$ cat config.mk
export PLATFORM = sky130hd
export DESIGN_NAME = alu_arbiter_flat
export DESIGN_NICKNAME = d
export VERILOG_FILES = /design/src/rtl/alu_ctrl_pkg.sv /design/src/rtl/alu_arbiter_if.sv /design/src/rtl/alu_op_decode.sv /design/src/rtl/alu_arbiter.sv /design/src/flat_wrapper.sv
export SDC_FILE = /design/constraint.sdc
export NUM_CORES = 1
export LEC_CHECK = 0
export CORE_MARGIN = 4
export CORE_UTILIZATION = 43
export CTS_CLUSTER_DIAMETER = 50
export DETAILED_ROUTE_END_ITERATION = 8
export MAX_ROUTING_LAYER = met4
export PLACE_DENSITY = 0.86
export SKIP_CTS_REPAIR_TIMING = 1
export SLEW_MARGIN = 10
export SYNTH_ARGS = -nofsm -noshare
export SYNTH_HDL_FRONTEND = slang
export SYNTH_SLANG_ARGS = --single-unit
$ cat constraint.sdc
create_clock -name clk -period 4.2 [get_ports clk]
set_input_delay 1.26 -clock clk [delete_from_list [all_inputs] [get_ports clk]]
set_output_delay 1.26 -clock clk [all_outputs]
set_load 0.01 [all_outputs]
$ cat src/rtl/alu_ctrl_pkg.sv
// Shared opcode, ALU select and FSM state encodings for the ALU arbiter and
// any issue logic that needs to pre-decode opcodes.
package alu_ctrl_pkg;

  localparam logic [3:0] OP_AND = 4'd0;
  localparam logic [3:0] OP_OR  = 4'd1;
  localparam logic [3:0] OP_XOR = 4'd2;
  localparam logic [3:0] OP_SLL = 4'd3;
  localparam logic [3:0] OP_SRA = 4'd4;
  localparam logic [3:0] OP_SRL = 4'd5;
  localparam logic [3:0] OP_SNE = 4'd6;
  localparam logic [3:0] OP_SLT = 4'd7;
  localparam logic [3:0] OP_SGT = 4'd8;
  localparam logic [3:0] OP_SLE = 4'd9;
  localparam logic [3:0] OP_SGE = 4'd10;
  localparam logic [3:0] OP_SUB = 4'd11;
  localparam logic [3:0] OP_ADD = 4'd12;

  // {sel5..sel0} as seen by the ALU
  localparam logic [5:0] SEL_AND = 6'b000000;
  localparam logic [5:0] SEL_OR  = 6'b000001;
  localparam logic [5:0] SEL_XOR = 6'b000010;
  localparam logic [5:0] SEL_SLL = 6'b000110;
  localparam logic [5:0] SEL_SRA = 6'b000100;
  localparam logic [5:0] SEL_SRL = 6'b000101;
  localparam logic [5:0] SEL_SNE = 6'b110001;
  localparam logic [5:0] SEL_SLT = 6'b110010;
  localparam logic [5:0] SEL_SGT = 6'b110011;
  localparam logic [5:0] SEL_SLE = 6'b110100;
  localparam logic [5:0] SEL_SGE = 6'b110110;
  localparam logic [5:0] SEL_SUB = 6'b111000;
  localparam logic [5:0] SEL_ADD = 6'b100000;

  localparam logic [1:0] IDLE = 2'd0;
  localparam logic [1:0] EXEC = 2'd1;
  localparam logic [1:0] RESP = 2'd2;

  typedef struct packed {
    logic [5:0] sel;
    logic       legal;
    logic       is_shift;
  } op_dec_t;

endpackage

$ cat src/rtl/alu_arbiter_if.sv
// Request and response handshake bundle between issue logic and the arbiter.
interface alu_arbiter_if #(
  parameter int WIDTH = 32
);
  logic             req0_valid;
  logic             req0_ready;
  logic [3:0]       req0_op;
  logic [WIDTH-1:0] req0_in1;
  logic [WIDTH-1:0] req0_in2;

  logic             req1_valid;
  logic             req1_ready;
  logic [3:0]       req1_op;
  logic [WIDTH-1:0] req1_in1;
  logic [WIDTH-1:0] req1_in2;

  logic             rsp_valid;
  logic             rsp_ready;
  logic             rsp_id;
  logic [WIDTH-1:0] rsp_data;
  logic             rsp_err;

  modport master (
    output req0_valid, req0_op, req0_in1, req0_in2,
    input  req0_ready,
    output req1_valid, req1_op, req1_in1, req1_in2,
    input  req1_ready,
    input  rsp_valid, rsp_id, rsp_data, rsp_err,
    output rsp_ready
  );

  modport slave (
    input  req0_valid, req0_op, req0_in1, req0_in2,
    output req0_ready,
    input  req1_valid, req1_op, req1_in1, req1_in2,
    output req1_ready,
    output rsp_valid, rsp_id, rsp_data, rsp_err,
    input  rsp_ready
  );

endinterface

$ cat src/rtl/alu_op_decode.sv
// Combinational opcode decoder: ALU select lines, legality and shift flag.
module alu_op_decode
  import alu_ctrl_pkg::*;
(
  input  logic [3:0] op,
  output op_dec_t    dec
);

  always_comb begin
    dec.sel      = SEL_AND;
    dec.legal    = 1'b1;
    dec.is_shift = 1'b0;
    case (op)
      OP_AND: dec.sel = SEL_AND;
      OP_OR:  dec.sel = SEL_OR;
      OP_XOR: dec.sel = SEL_XOR;
      OP_SLL: begin dec.sel = SEL_SLL; dec.is_shift = 1'b1; end
      OP_SRA: begin dec.sel = SEL_SRA; dec.is_shift = 1'b1; end
      OP_SRL: begin dec.sel = SEL_SRL; dec.is_shift = 1'b1; end
      OP_SNE: dec.sel = SEL_SNE;
      OP_SLT: dec.sel = SEL_SLT;
      OP_SGT: dec.sel = SEL_SGT;
      OP_SLE: dec.sel = SEL_SLE;
      OP_SGE: dec.sel = SEL_SGE;
      OP_SUB: dec.sel = SEL_SUB;
      OP_ADD: dec.sel = SEL_ADD;
      default: dec.legal = 1'b0;
    endcase
  end

endmodule

$ cat src/rtl/alu_arbiter.sv
// Round-robin arbiter sharing one combinational ALU between two requesters.
//
// state | meaning
// IDLE  | waiting for a request; ready is offered to the arbitration winner
// EXEC  | ALU driven from captured operands; result captured at end of cycle
// RESP  | response held on rsp_*; returns to IDLE on rsp_ready
module alu_arbiter
  import alu_ctrl_pkg::*;
#(
  parameter int WIDTH   = 32,
  parameter int SHAMT_W = 5,
  parameter int CNT_W   = 16
) (
  input  logic             clk,
  input  logic             rst,
  alu_arbiter_if.slave     bus,
  output logic [WIDTH-1:0] alu_in1,
  output logic [WIDTH-1:0] alu_in2,
  output logic [5:0]       alu_sel,
  input  logic [WIDTH-1:0] alu_out,
  output logic             busy,
  output logic [CNT_W-1:0] op_count
);

  logic [1:0]       state;
  logic             last_grant;
  logic             grant;
  logic             accept;
  logic [3:0]       win_op;
  logic [WIDTH-1:0] win_in1;
  logic [WIDTH-1:0] win_in2;
  logic [WIDTH-1:0] win_shamt;
  op_dec_t          win_dec;

  // On a tie the requester that did not win last time is served.
  always_comb begin
    if (bus.req0_valid && bus.req1_valid) grant = ~last_grant;
    else                                  grant = bus.req1_valid;
    win_op  = grant ? bus.req1_op  : bus.req0_op;
    win_in1 = grant ? bus.req1_in1 : bus.req0_in1;
    win_in2 = grant ? bus.req1_in2 : bus.req0_in2;
  end

  assign win_shamt = {{(WIDTH-SHAMT_W){1'b0}}, win_in2[SHAMT_W-1:0]};

  alu_op_decode u_decode (
    .op  (win_op),
    .dec (win_dec)
  );

  assign accept         = (state == IDLE) && !rst && (bus.req0_valid || bus.req1_valid);
  assign bus.req0_ready = accept && !grant;
  assign bus.req1_ready = accept && grant;
  assign bus.rsp_valid  = (state == RESP);
  assign busy           = (state != IDLE);

  always_ff @(posedge clk) begin
    if (rst) begin
      state        <= IDLE;
      last_grant   <= 1'b1;
      bus.rsp_id   <= 1'b0;
      bus.rsp_data <= '0;
      bus.rsp_err  <= 1'b0;
      op_count     <= '0;
      alu_in1      <= '0;
      alu_in2      <= '0;
      alu_sel      <= '0;
    end else begin
      case (state)
        IDLE: begin
          if (accept) begin
            last_grant <= grant;
            bus.rsp_id <= grant;
            // Illegal ops skip the ALU so its inputs keep their last values.
            if (win_dec.legal) begin
              alu_in1 <= win_in1;
              alu_in2 <= win_dec.is_shift ? win_shamt : win_in2;
              alu_sel <= win_dec.sel;
              state   <= EXEC;
            end else begin
              bus.rsp_data <= '0;
              bus.rsp_err  <= 1'b1;
              state        <= RESP;
            end
          end
        end
        EXEC: begin
          bus.rsp_data <= alu_out;
          bus.rsp_err  <= 1'b0;
          state        <= RESP;
        end
        RESP: begin
          if (bus.rsp_ready) begin
            op_count <= op_count + 1'b1;
            state    <= IDLE;
          end
        end
        default: state <= IDLE;
      endcase
    end
  end

endmodule

$ cat src/flat_wrapper.sv
// flat-port wrapper written by rule: the top's interface ports become plain ports
module alu_arbiter_flat import alu_ctrl_pkg::*;
#(
  parameter int WIDTH   = 32,
  parameter int SHAMT_W = 5,
  parameter int CNT_W   = 16
)
  (clk, rst, alu_in1, alu_in2, alu_sel, alu_out, busy, op_count, bus_req0_valid, bus_req0_op, bus_req0_in1, bus_req0_in2, bus_req0_ready, bus_req1_valid, bus_req1_op, bus_req1_in1, bus_req1_in2, bus_req1_ready, bus_rsp_valid, bus_rsp_id, bus_rsp_data, bus_rsp_err, bus_rsp_ready);
  alu_arbiter_if #(.WIDTH(WIDTH)) bus_i ();
  input  logic clk;
  input  logic rst;
  output logic [WIDTH-1:0] alu_in1;
  output logic [WIDTH-1:0] alu_in2;
  output logic [5:0] alu_sel;
  input  logic [WIDTH-1:0] alu_out;
  output logic busy;
  output logic [CNT_W-1:0] op_count;
  input wire logic [$bits(bus_i.req0_valid)-1:0] bus_req0_valid;
  input wire logic [$bits(bus_i.req0_op)-1:0] bus_req0_op;
  input wire logic [$bits(bus_i.req0_in1)-1:0] bus_req0_in1;
  input wire logic [$bits(bus_i.req0_in2)-1:0] bus_req0_in2;
  output wire logic [$bits(bus_i.req0_ready)-1:0] bus_req0_ready;
  input wire logic [$bits(bus_i.req1_valid)-1:0] bus_req1_valid;
  input wire logic [$bits(bus_i.req1_op)-1:0] bus_req1_op;
  input wire logic [$bits(bus_i.req1_in1)-1:0] bus_req1_in1;
  input wire logic [$bits(bus_i.req1_in2)-1:0] bus_req1_in2;
  output wire logic [$bits(bus_i.req1_ready)-1:0] bus_req1_ready;
  output wire logic [$bits(bus_i.rsp_valid)-1:0] bus_rsp_valid;
  output wire logic [$bits(bus_i.rsp_id)-1:0] bus_rsp_id;
  output wire logic [$bits(bus_i.rsp_data)-1:0] bus_rsp_data;
  output wire logic [$bits(bus_i.rsp_err)-1:0] bus_rsp_err;
  input wire logic [$bits(bus_i.rsp_ready)-1:0] bus_rsp_ready;
  assign bus_i.req0_valid = bus_req0_valid;
  assign bus_i.req0_op = bus_req0_op;
  assign bus_i.req0_in1 = bus_req0_in1;
  assign bus_i.req0_in2 = bus_req0_in2;
  assign bus_req0_ready = bus_i.req0_ready;
  assign bus_i.req1_valid = bus_req1_valid;
  assign bus_i.req1_op = bus_req1_op;
  assign bus_i.req1_in1 = bus_req1_in1;
  assign bus_i.req1_in2 = bus_req1_in2;
  assign bus_req1_ready = bus_i.req1_ready;
  assign bus_rsp_valid = bus_i.rsp_valid;
  assign bus_rsp_id = bus_i.rsp_id;
  assign bus_rsp_data = bus_i.rsp_data;
  assign bus_rsp_err = bus_i.rsp_err;
  assign bus_i.rsp_ready = bus_rsp_ready;
  alu_arbiter #(.WIDTH(WIDTH), .SHAMT_W(SHAMT_W), .CNT_W(CNT_W)) u_core (.clk(clk), .rst(rst), .bus(bus_i), .alu_in1(alu_in1), .alu_in2(alu_in2), .alu_sel(alu_sel), .alu_out(alu_out), .busy(busy), .op_count(op_count));
endmodule
# Yosys cells after proc, flatten, opt, wreduce, memory -nomap -nowiden
# Index checks and enable logic that the tools add are counted.
[word_totals]
regBits = 123
latchBits = 0
mem_bits_rw = 0
mem_bits_ro = 0
inputBits = 173
output_inout_bits = 124
wordCells = 65
n_memories = 0
[op_classes]
n_addsub = 1
multipliers = 0
div = 0
order_cmp = 0
n_eq_ne = 17
shift = 0
mux = 18
bitwise = 1
n_reduce_logical = 19
[ops]
columns = ["op", "count"]
rows = [
  ["2-to-1 mux 32 bit", 5],
  ["one-hot mux 6 bit (12 select lines)", 1],
  ["one-hot mux 32 bit (2 select lines)", 1],
  ["== test 4 bit, second input constant", 5],
  ["adder 16 x 1 -> 16 bit, second input constant", 1],
  ["== test 4 x 3 -> 1 bit, second input constant", 4],
  ["OR reduction 13 bit", 1],
  ["== test 4 x 2 -> 1 bit, second input constant", 2],
  ["2-to-1 mux 2 bit", 3],
  ["one-hot mux 2 bit (3 select lines)", 1],
  ["AND reduction 2 bit", 3],
  ["AND reduction 3 bit", 2],
  ["logical AND 1 bit", 5],
  ["2-to-1 mux 1 bit", 5],
  ["== test 4 x 1 -> 1 bit, second input constant", 1],
  ["logical NOT 4 bit", 1],
  ["2-to-1 mux 4 bit", 1],
  ["!= test 2 x 1 -> 1 bit, second input constant", 2],
  ["nonzero test 2 bit", 2],
  ["OR reduction 3 bit", 1],
  ["== test 2 x 1 -> 1 bit, second input constant", 1],
  ["== test 2 bit, second input constant", 1],
  ["logical NOT 1 bit", 2],
  ["logical NOT 2 bit", 1],
  ["4 further kinds", 4],
]

# Depth between registers and ports, before layout
# Gate-level depths: netlist of the first run.
[logic_depth]
word_depth = 9
mapped_depth = 7
mapped_depth_nobuf = 6

# Modules after synthesis
# From an unflattened synthesis of the first run, not the netlist that was laid out.
[hier_totals]
hier_cells = 489
hier_area_um2 = 5356.4
[modules_own_cells]
columns = ["module", "instances", "cells_per_inst", "area_each_um2", "seq_area_each_um2"]
rows = [
  ["alu_arbiter", 1, 463, 5183.7, 2462.4],
  ["alu_op_decode", 1, 26, 172.7, 0.0],
]

# Least setup slack after synthesis of the first run
# OpenSTA, ideal clock, no wires.
[synth_timing]
kind = "input to output"
start = "in bus_req1_valid"
end = "out bus_req1_ready"
arrival_time_ns = 2.213
required_time_ns = 2.940
setup_slack_ns = 0.727
path_stages = 4
n_path_buf = 2
cell_sequence = "a21bo_2 -> buf_4 -> clkbuf_1 -> nor2_1"
[synth_via]
elab_chain_cells = 3
elab_cells_between_ends = 5
classes_between = "1 x mux; 4 x reduce/logical"
[synth_rtl]
columns = ["item", "line", "rtl"]
rows = [
  ["start, declared", "flat_wrapper.sv:23", "input wire logic [$bits(bus_i.req1_valid)-1:0] bus_req1_valid;"],
  ["logical AND 1 bit / logical OR 1 bit (equally long branches)", "alu_arbiter.sv:37, alu_arbiter.sv:51", ""],
  ["2-to-1 mux 1 bit / logical AND 1 bit (equally long branches)", "alu_arbiter.sv:37, alu_arbiter.sv:51", ""],
  ["logical AND 1 bit *", "alu_arbiter.sv:53", "assign bus.req1_ready = accept && grant;"],
  ["end, declared", "flat_wrapper.sv:27", "output wire logic [$bits(bus_i.req1_ready)-1:0] bus_req1_ready;"],
]
# Every way passes the cells marked *; elsewhere a longest branch is shown, timed or not.

# Final worst setup path of the first run
# Same ends and word-level chain as after synthesis.

==> results of run 1 <==
==> cells in the final DEF (no fill, tap or decap), types with 3 or more instances in the layout <==
cell type | netlist | layout
a311oi_1 | 19 | 19
mux2i_1 | 33 | 33
o32ai_2 | 26 | 26
xor2_1 | 7 | 7
clkdlybuf4s50_1 | 0 | 294
and3_1 | 5 | 5
clkbuf_8 | 0 | 3
nand3_1 | 6 | 6
o21ai_0 | 11 | 11
a21oi_1 | 38 | 38
a311oi_2 | 18 | 18
xnor2_1 | 9 | 9
o21ai_1 | 29 | 29
dfxtp_1 | 123 | 123
o211ai_1 | 4 | 4
nand2_1 | 119 | 119
nor2_1 | 67 | 67
nand4_1 | 3 | 3
clkbuf_16 | 0 | 17
nor3_1 | 7 | 7
buf_4 | 5 | 14
clkinv_2 | 0 | 5
inv_1 | 30 | 30
==> worst min path at each step <==
stage | end | startpoint | cells past startpoint | slack (ps)
final | u_core.alu_sel[2] | u_core.alu_sel[2] | 1 | 450
after global routing | u_core.alu_sel[2] | u_core.alu_sel[2] | 1 | 460
after detailed placement | u_core.alu_sel[2] | u_core.alu_sel[2] | 1 | 440
after global placement | u_core.alu_sel[2] | u_core.alu_sel[2] | 1 | 440
after CTS | u_core.alu_sel[2] | u_core.alu_sel[2] | 1 | 450
after floorplan | u_core.alu_sel[1] | u_core.alu_sel[1] | 2 | 490
==> cell type report <==
class	instances	area share
Inverter	30	0.0121
Clock buffer	21	0.0504
Multi-Input combinational cell	434	0.308
Sequential cell	123	0.264
Tap cell	172	0.0230
Timing Repair Buffer	310	0.330
Clock inverter	11	0.0126
==> power by group <==
part	switching [mW]	internal, mW	leakage (nW)
sequential	0.0538	1.27	1.01
combinational	0.402	0.471	2.18
clock	0.525	0.917	0.289
total	0.980	2.66	3.47
==> kinds of logic after synthesis <==
family | share of synthesized area
compound gates | 0.249
xor+xnor | 0.0245
fa+ha+maj | 0.00219
buf+inv | 0.0687
flops | 0.431
mux | 0.0617
simple gates | 0.163
==> critical path: stages <==
cell	delay, ps
clkdlybuf4s50_1	540
o21ba_2	190
nand2_2	70
nor2_1	110
clkdlybuf4s50_1	560
==> layer usage <==
metal / vias up / share of wire
li1: 2792 / -
met5: - / 0
met1: 2593 / 0.38
met2: 223 / 0.51
met3: 36 / 0.086
met4: 0 / 0.028
==> through the flow <==
step | instance area [um^2] | total power [mW] | instances | utilization | hold slack [ps]
finish | 9340 | 3.64 | 1101 | 0.728 | 449
floorplan | 5720 | 1.78 | 642 | - | 494
global route | 9340 | 3.80 | 1101 | 0.728 | 462
global placement | 8750 | 2.21 | 1069 | 0.682 | 439
CTS | 9340 | 3.67 | 1101 | 0.728 | 452
detailed placement | 8750 | 2.22 | 1069 | 0.682 | 443
==> sequential cells by signal (all words and copies together) (netlist names) <==
register             cells
u_core.last_grant        1
u_core.state             2
u_core.bus.rsp_err       1
u_core.alu_in1          32
u_core.alu_sel           6
u_core.bus.rsp_id        1
u_core.bus.rsp_data     32
u_core.op_count         16
u_core.alu_in2          32
==> cell usage after synthesis (2+ instances only) <==
| cell | n |
|---|---|
| a21oi_1 | 38 |
| a22oi_1 | 2 |
| a311oi_1 | 19 |
| a311oi_2 | 18 |
| a31oi_1 | 2 |
| and3_1 | 5 |
| buf_1 | 3 |
| buf_2 | 14 |
| buf_4 | 5 |
| buf_6 | 5 |
| clkbuf_1 | 28 |
| dfxtp_1 | 123 |
| inv_1 | 30 |
| mux2i_1 | 33 |
| nand2_1 | 119 |
| nand3_1 | 6 |
| nand4_1 | 3 |
| nor2_1 | 67 |
| nor2b_1 | 3 |
| nor3_1 | 7 |
| o211ai_1 | 4 |
| o21ai_0 | 11 |
| o21ai_1 | 29 |
| o32ai_2 | 26 |
| xnor2_1 | 9 |
| xor2_1 | 7 |
==> summary.txt, run 1 <==
STA
  – Achievable clock frequency: 0.250 GHz
  – Headroom to the max-slew limit: 0.408
  – Final setup vio count: 0
  – Least setup slack across all paths after layout: 204 ps
  – Final Max Tran Viols: 0
  – Worst-margin pin slew: 889 ps
  – Final worst-path cycle share: 0.951
  – Setup skew after layout: 5.69 ps
  – Final TNS setup: 0 ps
  – Final hold vios: 0
  – Minimum period implied by the final worst setup slack: 4000 ps
  – RSZ-0062 raised after global routing: false

Worst hold path
  – Worst hold path type: flip-flop to flip-flop

Floorplan
  – Area of the die: 15,200 um^2
  – Number of standard-cell rows in the floorplan: 41
  – Overall die width: 123 um
  – Number of top-level pins: 297
  – Overall die height: 123 um
  – Floorplan Core Area: 12,800 um^2
  – Starting utilization of the core area: 0.446

CTS
  – Buffer cell driving the clock tree root: clkbuf_16
  – Number of H-tree branching levels: 4
  – CTS tree: yes
  – TritonCTS Buffers: 17
  – Clock Pin Slew Worst Setup and Hold Paths: 50 ps
  – Number of sinks on the clock net: 123
  – Skew-Pair Late Insertion Delay: 410 ps
  – Clock Tree Buf Depth: 2

Drt
  – Post-detailed-route DRC marker count: 0
  – WL per Instance: 16.3 um
  – Iteration-0 DRC count of the detailed router: 303
  – Routed via count: 5,644
  – Residual antenna-violating net count after detailed routing: 0
  – Routed wire length: 18,000 um
  – Iteration count of the initial detailed-routing pass: 4
  – Routed vias/inst: 5.13

Setup path
  – Reg2Reg Depth: 7
  – Critical path data arrival time: 2740 ps
  – Required time reported for the critical path endpoint: 2940 ps
  – Capturing point of the worst reg2reg path: u_core.alu_in2[16]
  – Critical path destination: bus_req1_ready
  – Launching point of the worst reg2reg path: u_core.last_grant
  – Type of the setup path with the least slack: primary input to primary output
  – Max Fanout on Critical Path: 4
  – Launching instance or port of the critical path: bus_req1_valid
  – Sort of element at the end of the critical path: primary output
  – CP startpoint kind: primary input
  – R2R setup slack: 1590 ps

Logic synthesis
  – Instance count of the mapped netlist: 642
  – Warnings from Yosys: 0
  – Synthesized Nets: 816
  – Number of enable-type register cells in the synthesized netlist: 0
  – Main synth FF type: dfxtp_1
  – Share of the yosys chip area belonging to registers: 0.431
  – Cell area after synthesis: 5720 um^2
  – Syn avg cell area: 8.91 um^2
  – Top post-synthesis cells by area: dfxtp_1 43%, nand2_1 7.8%, o32ai_2 7.4%
  – Count of unique library cells instantiated by Yosys: 52
  – Yosys top cell area share: 0.431
  – Top cell type by total area after synthesis: dfxtp_1
  – Synthesized flop and latch total: 123
  – Ys async rst share: 0

Finish
  – Total area of multi-input combinational cells: 2880 um^2
  – Diode insertion count for antenna repair: 0
  – FF/Latch Area: 2460 um^2
  – Fill cell instance count of the final layout: 947
  – Area growth from synthesis to layout: 63.3%
  – Nets: 1,090
  – Layout cells sized above 1: 0.108

GRT
  – Vias in the first global route: 5,415
  – GR Util met3: 0.0732
  – Global Route met1 Usage: 0.260
  – Grt peak-use layer: met2
  – First-pass GRT wire length: 27,200 um
  – Largest net degree at the start of global routing: 69
  – Met2 usage: 0.404
  – Total congestion overflow: 0
  – Antenna violations before repair: 0
  – Overall global routing resource usage: 0.238

Pwr
  – Total power divided by cell area: 390 nW/um^2
  – Maximum vdd ir drop: 0.316 mV
  – Standby leakage power: 3.47 nW

Job
  – Max Cap Violations: 0

Placed design
  – Final estimated routing congestion in global placement: 0.852
  – Port bufs: 296
  – Post-place setup slack: 112 ps
  – HPWL Detailed: 13,000 um

Status
  – Result of the run: finished clean
Power figures use the tool's default switching activity.
==> inputs of run 2 (changes only) <==
--- a/config.mk
+++ b/config.mk
@@ -6,11 +6,11 @@
 export NUM_CORES = 1
 export LEC_CHECK = 0
 export CORE_MARGIN = 4
-export CORE_UTILIZATION = 43
+export CORE_UTILIZATION = 25
 export CTS_CLUSTER_DIAMETER = 50
+export CTS_CLUSTER_SIZE = 8
 export DETAILED_ROUTE_END_ITERATION = 8
 export MAX_ROUTING_LAYER = met4
-export PLACE_DENSITY = 0.86
 export SKIP_CTS_REPAIR_TIMING = 1
 export SLEW_MARGIN = 10
 export SYNTH_ARGS = -nofsm -noshare
==> run 2 against run 1 <==
Against the previous run: critical path depth is the same; first-iteration DRC count down 15%; register-to-register slack better by 50 ps; final area grew 2.1%; non-clock buffer count is the same; sequential power is essentially flat; critical path type unchanged; largest cell class unchanged; largest power group unchanged; highest routed layer unchanged.
==> summary.txt, run 2 (same netlist as run 1, synthesis figures left out) <==
Job
  – Max Cap Violations: 0 (unchanged)

Drt
  – Iteration-0 DRC count of the detailed router: 258 (-15%)
  – Routed wire length: 18,800 um (+4.2%)
  – Routed via count: 5,531 (-2.0%)
  – WL per Instance: 15.4 um (-5.5%)
  – Iteration count of the initial detailed-routing pass: 4 (unchanged)
  – Residual antenna-violating net count after detailed routing: 0 (unchanged)
  – Routed vias/inst: 4.56 (-11%)
  – Post-detailed-route DRC marker count: 0 (unchanged)

Floorplan
  – Overall die height: 159 um (+29%)
  – Floorplan Core Area: 22,600 um^2 (+76%)
  – Number of standard-cell rows in the floorplan: 55 (+34%)
  – Number of top-level pins: 297 (unchanged)
  – Overall die width: 159 um (+29%)
  – Area of the die: 25,400 um^2 (+67%)
  – Starting utilization of the core area: 0.253 (-0.193)

CTS
  – Clock Pin Slew Worst Setup and Hold Paths: 60 ps (about the same)
  – Buffer cell driving the clock tree root: clkbuf_16
  – Clock Tree Buf Depth: 2 (unchanged)
  – Number of H-tree branching levels: 4 (unchanged)
  – TritonCTS Buffers: 17 (unchanged)
  – CTS tree: yes
  – Skew-Pair Late Insertion Delay: 410 ps (about the same)
  – Number of sinks on the clock net: 123 (unchanged)

Setup path
  – Type of the setup path with the least slack: primary input to primary output
  – Sort of element at the end of the critical path: primary output
  – Max Fanout on Critical Path: 3 (-1)
  – CP startpoint kind: primary input
  – Required time reported for the critical path endpoint: 2940 ps (about the same)
  – Critical path data arrival time: 2840 ps (+100 ps)

STA
  – Final setup vio count: 0 (unchanged)
  – RSZ-0062 raised after global routing: false
  – Setup skew after layout: 11.1 ps (+5.37 ps)
  – Final Max Tran Viols: 0 (unchanged)
  – Final TNS setup: 0 ps (unchanged)
  – Headroom to the max-slew limit: 0.350 (-0.0573)
  – Final hold vios: 0 (unchanged)
  – Final worst-path cycle share: 0.976 (+0.0248)
  – Achievable clock frequency: 0.244 GHz (-2.5%)
  – Minimum period implied by the final worst setup slack: 4100 ps (+104 ps)
  – Worst-margin pin slew: 975 ps (+86.0 ps)

Pwr
  – Net load switching power: 1.02 mW (+3.9%)
  – Standby leakage power: 3.49 nW (+0.38%)
  – Fraction of power consumed by sequential logic: 0.351 (-0.013)
  – Clk network pwr share: 0.418 (+0.022)
  – Total power divided by cell area: 396 nW/um^2 (+1.6%)
  – Internal power: 2.76 mW (+3.7%)
  – Maximum vdd ir drop: 0.265 mV (-16%)
  – Logic pwr share: 0.232 (-0.008)
  – Switching Fraction: 0.270 (+0.000338)

Finish
  – Most frequent cells in the layout: 295 x clkdlybuf4s50_1, 123 x dfxtp_1, 119 x nand2_1
  – Finished Cell Area: 9530 um^2 (+2.1%)
  – Most common library cell in the layout ignoring fill and taps: clkdlybuf4s50_1
  – Largest registers: u_core.alu_in1: 32 flops, u_core.alu_in2: 32 flops, u_core.bus.rsp_data: 32 flops
  – Diode insertion count for antenna repair: 0 (unchanged)
  – Nets: 1,090 (unchanged)
  – Area growth from synthesis to layout: 66.7%
  – Layout cells sized above 1: 0.109 (+0.00108)

GRT
  – Total congestion overflow: 0 (unchanged)
  – Vias in the first global route: 5,422 (+0.13%)
  – Antenna violations before repair: 0 (unchanged)
  – Overall global routing resource usage: 0.146 (-0.0921)
  – First-pass GRT wire length: 29,300 um (+7.6%)
  – Largest net degree at the start of global routing: 64 (-7.2%)

Placed design
  – Area after detailed placement: 8900 um^2 (+1.8%)
  – Final estimated routing congestion in global placement: 0.755 (-11%)
  – HPWL Detailed: 13,400 um (+3.2%)
  – Port bufs: 296 (unchanged)

Status
  – Result of the run: finished clean

Worst hold path
  – Worst hold path type: flip-flop to flip-flop
run 2: worst max-delay path: stages:
cell,delay [ps]
clkdlybuf4s50_1,480
o21ba_2,160
nand2_2,70
nor2_1,230
clkdlybuf4s50_1,640
run 2: layer usage:
metal,global-route usage,wire [um]
met5,-,0
met4,0.0422,348
met3,0.0580,1520
met2,0.232,8610
met1,0.172,8280
run 2: power groups by stage:
stage | logic, mW | registers (mW) | clock network, mW
2_1_floorplan | 0.384 | 1.39 | 0
3_3_place_gp | 0.885 | 1.35 | 0
3_5_place_dp | 0.885 | 1.35 | 0
4_1_cts | 0.889 | 1.33 | 1.63
5_1_grt | 0.946 | 1.34 | 1.68
6_report | 0.874 | 1.32 | 1.58
run 2: metrics by stage:
stage | cells | utilization | hold slack [ps] | total power, mW | setup slack, ps
finish | 1214 | 0.422 | 473 | 3.78 | 99.7
global route | 1214 | 0.422 | 491 | 3.96 | 25.4
CTS | 1214 | 0.422 | 476 | 3.85 | 93.3
detailed placement | 1182 | 0.394 | 451 | 2.24 | 135
global placement | 1182 | 0.394 | 454 | 2.23 | 104
floorplan | 642 | - | 494 | 1.78 | 727
run 2: final timing paths:
| check | depth (start not counted) | from | end | slack [ps] |
|---|---|---|---|---|
| worst max register to register | 7 | u_core.last_grant | u_core.alu_in2[23] | 1640 |
| worst min-delay path | 1 | u_core.alu_sel[2] | u_core.alu_sel[2] | 470 |
| worst min register to register | 1 | u_core.alu_sel[2] | u_core.alu_sel[2] | 470 |
| worst max-delay path | 5 | bus_req1_valid | bus_req0_ready | 100 |
run 2: cell type report:
| type | count | area [um^2] |
|---|---|---|
| multi-input cells | 434 | 2880 |
| clock buffers | 18 | 439 |
| clock inverters | 14 | 193 |
| flip-flops and latches | 123 | 2460 |
| repair buffers | 310 | 3090 |
| inverters | 30 | 113 |
| fillers | 2252 | 13000 |
| well taps | 285 | 357 |
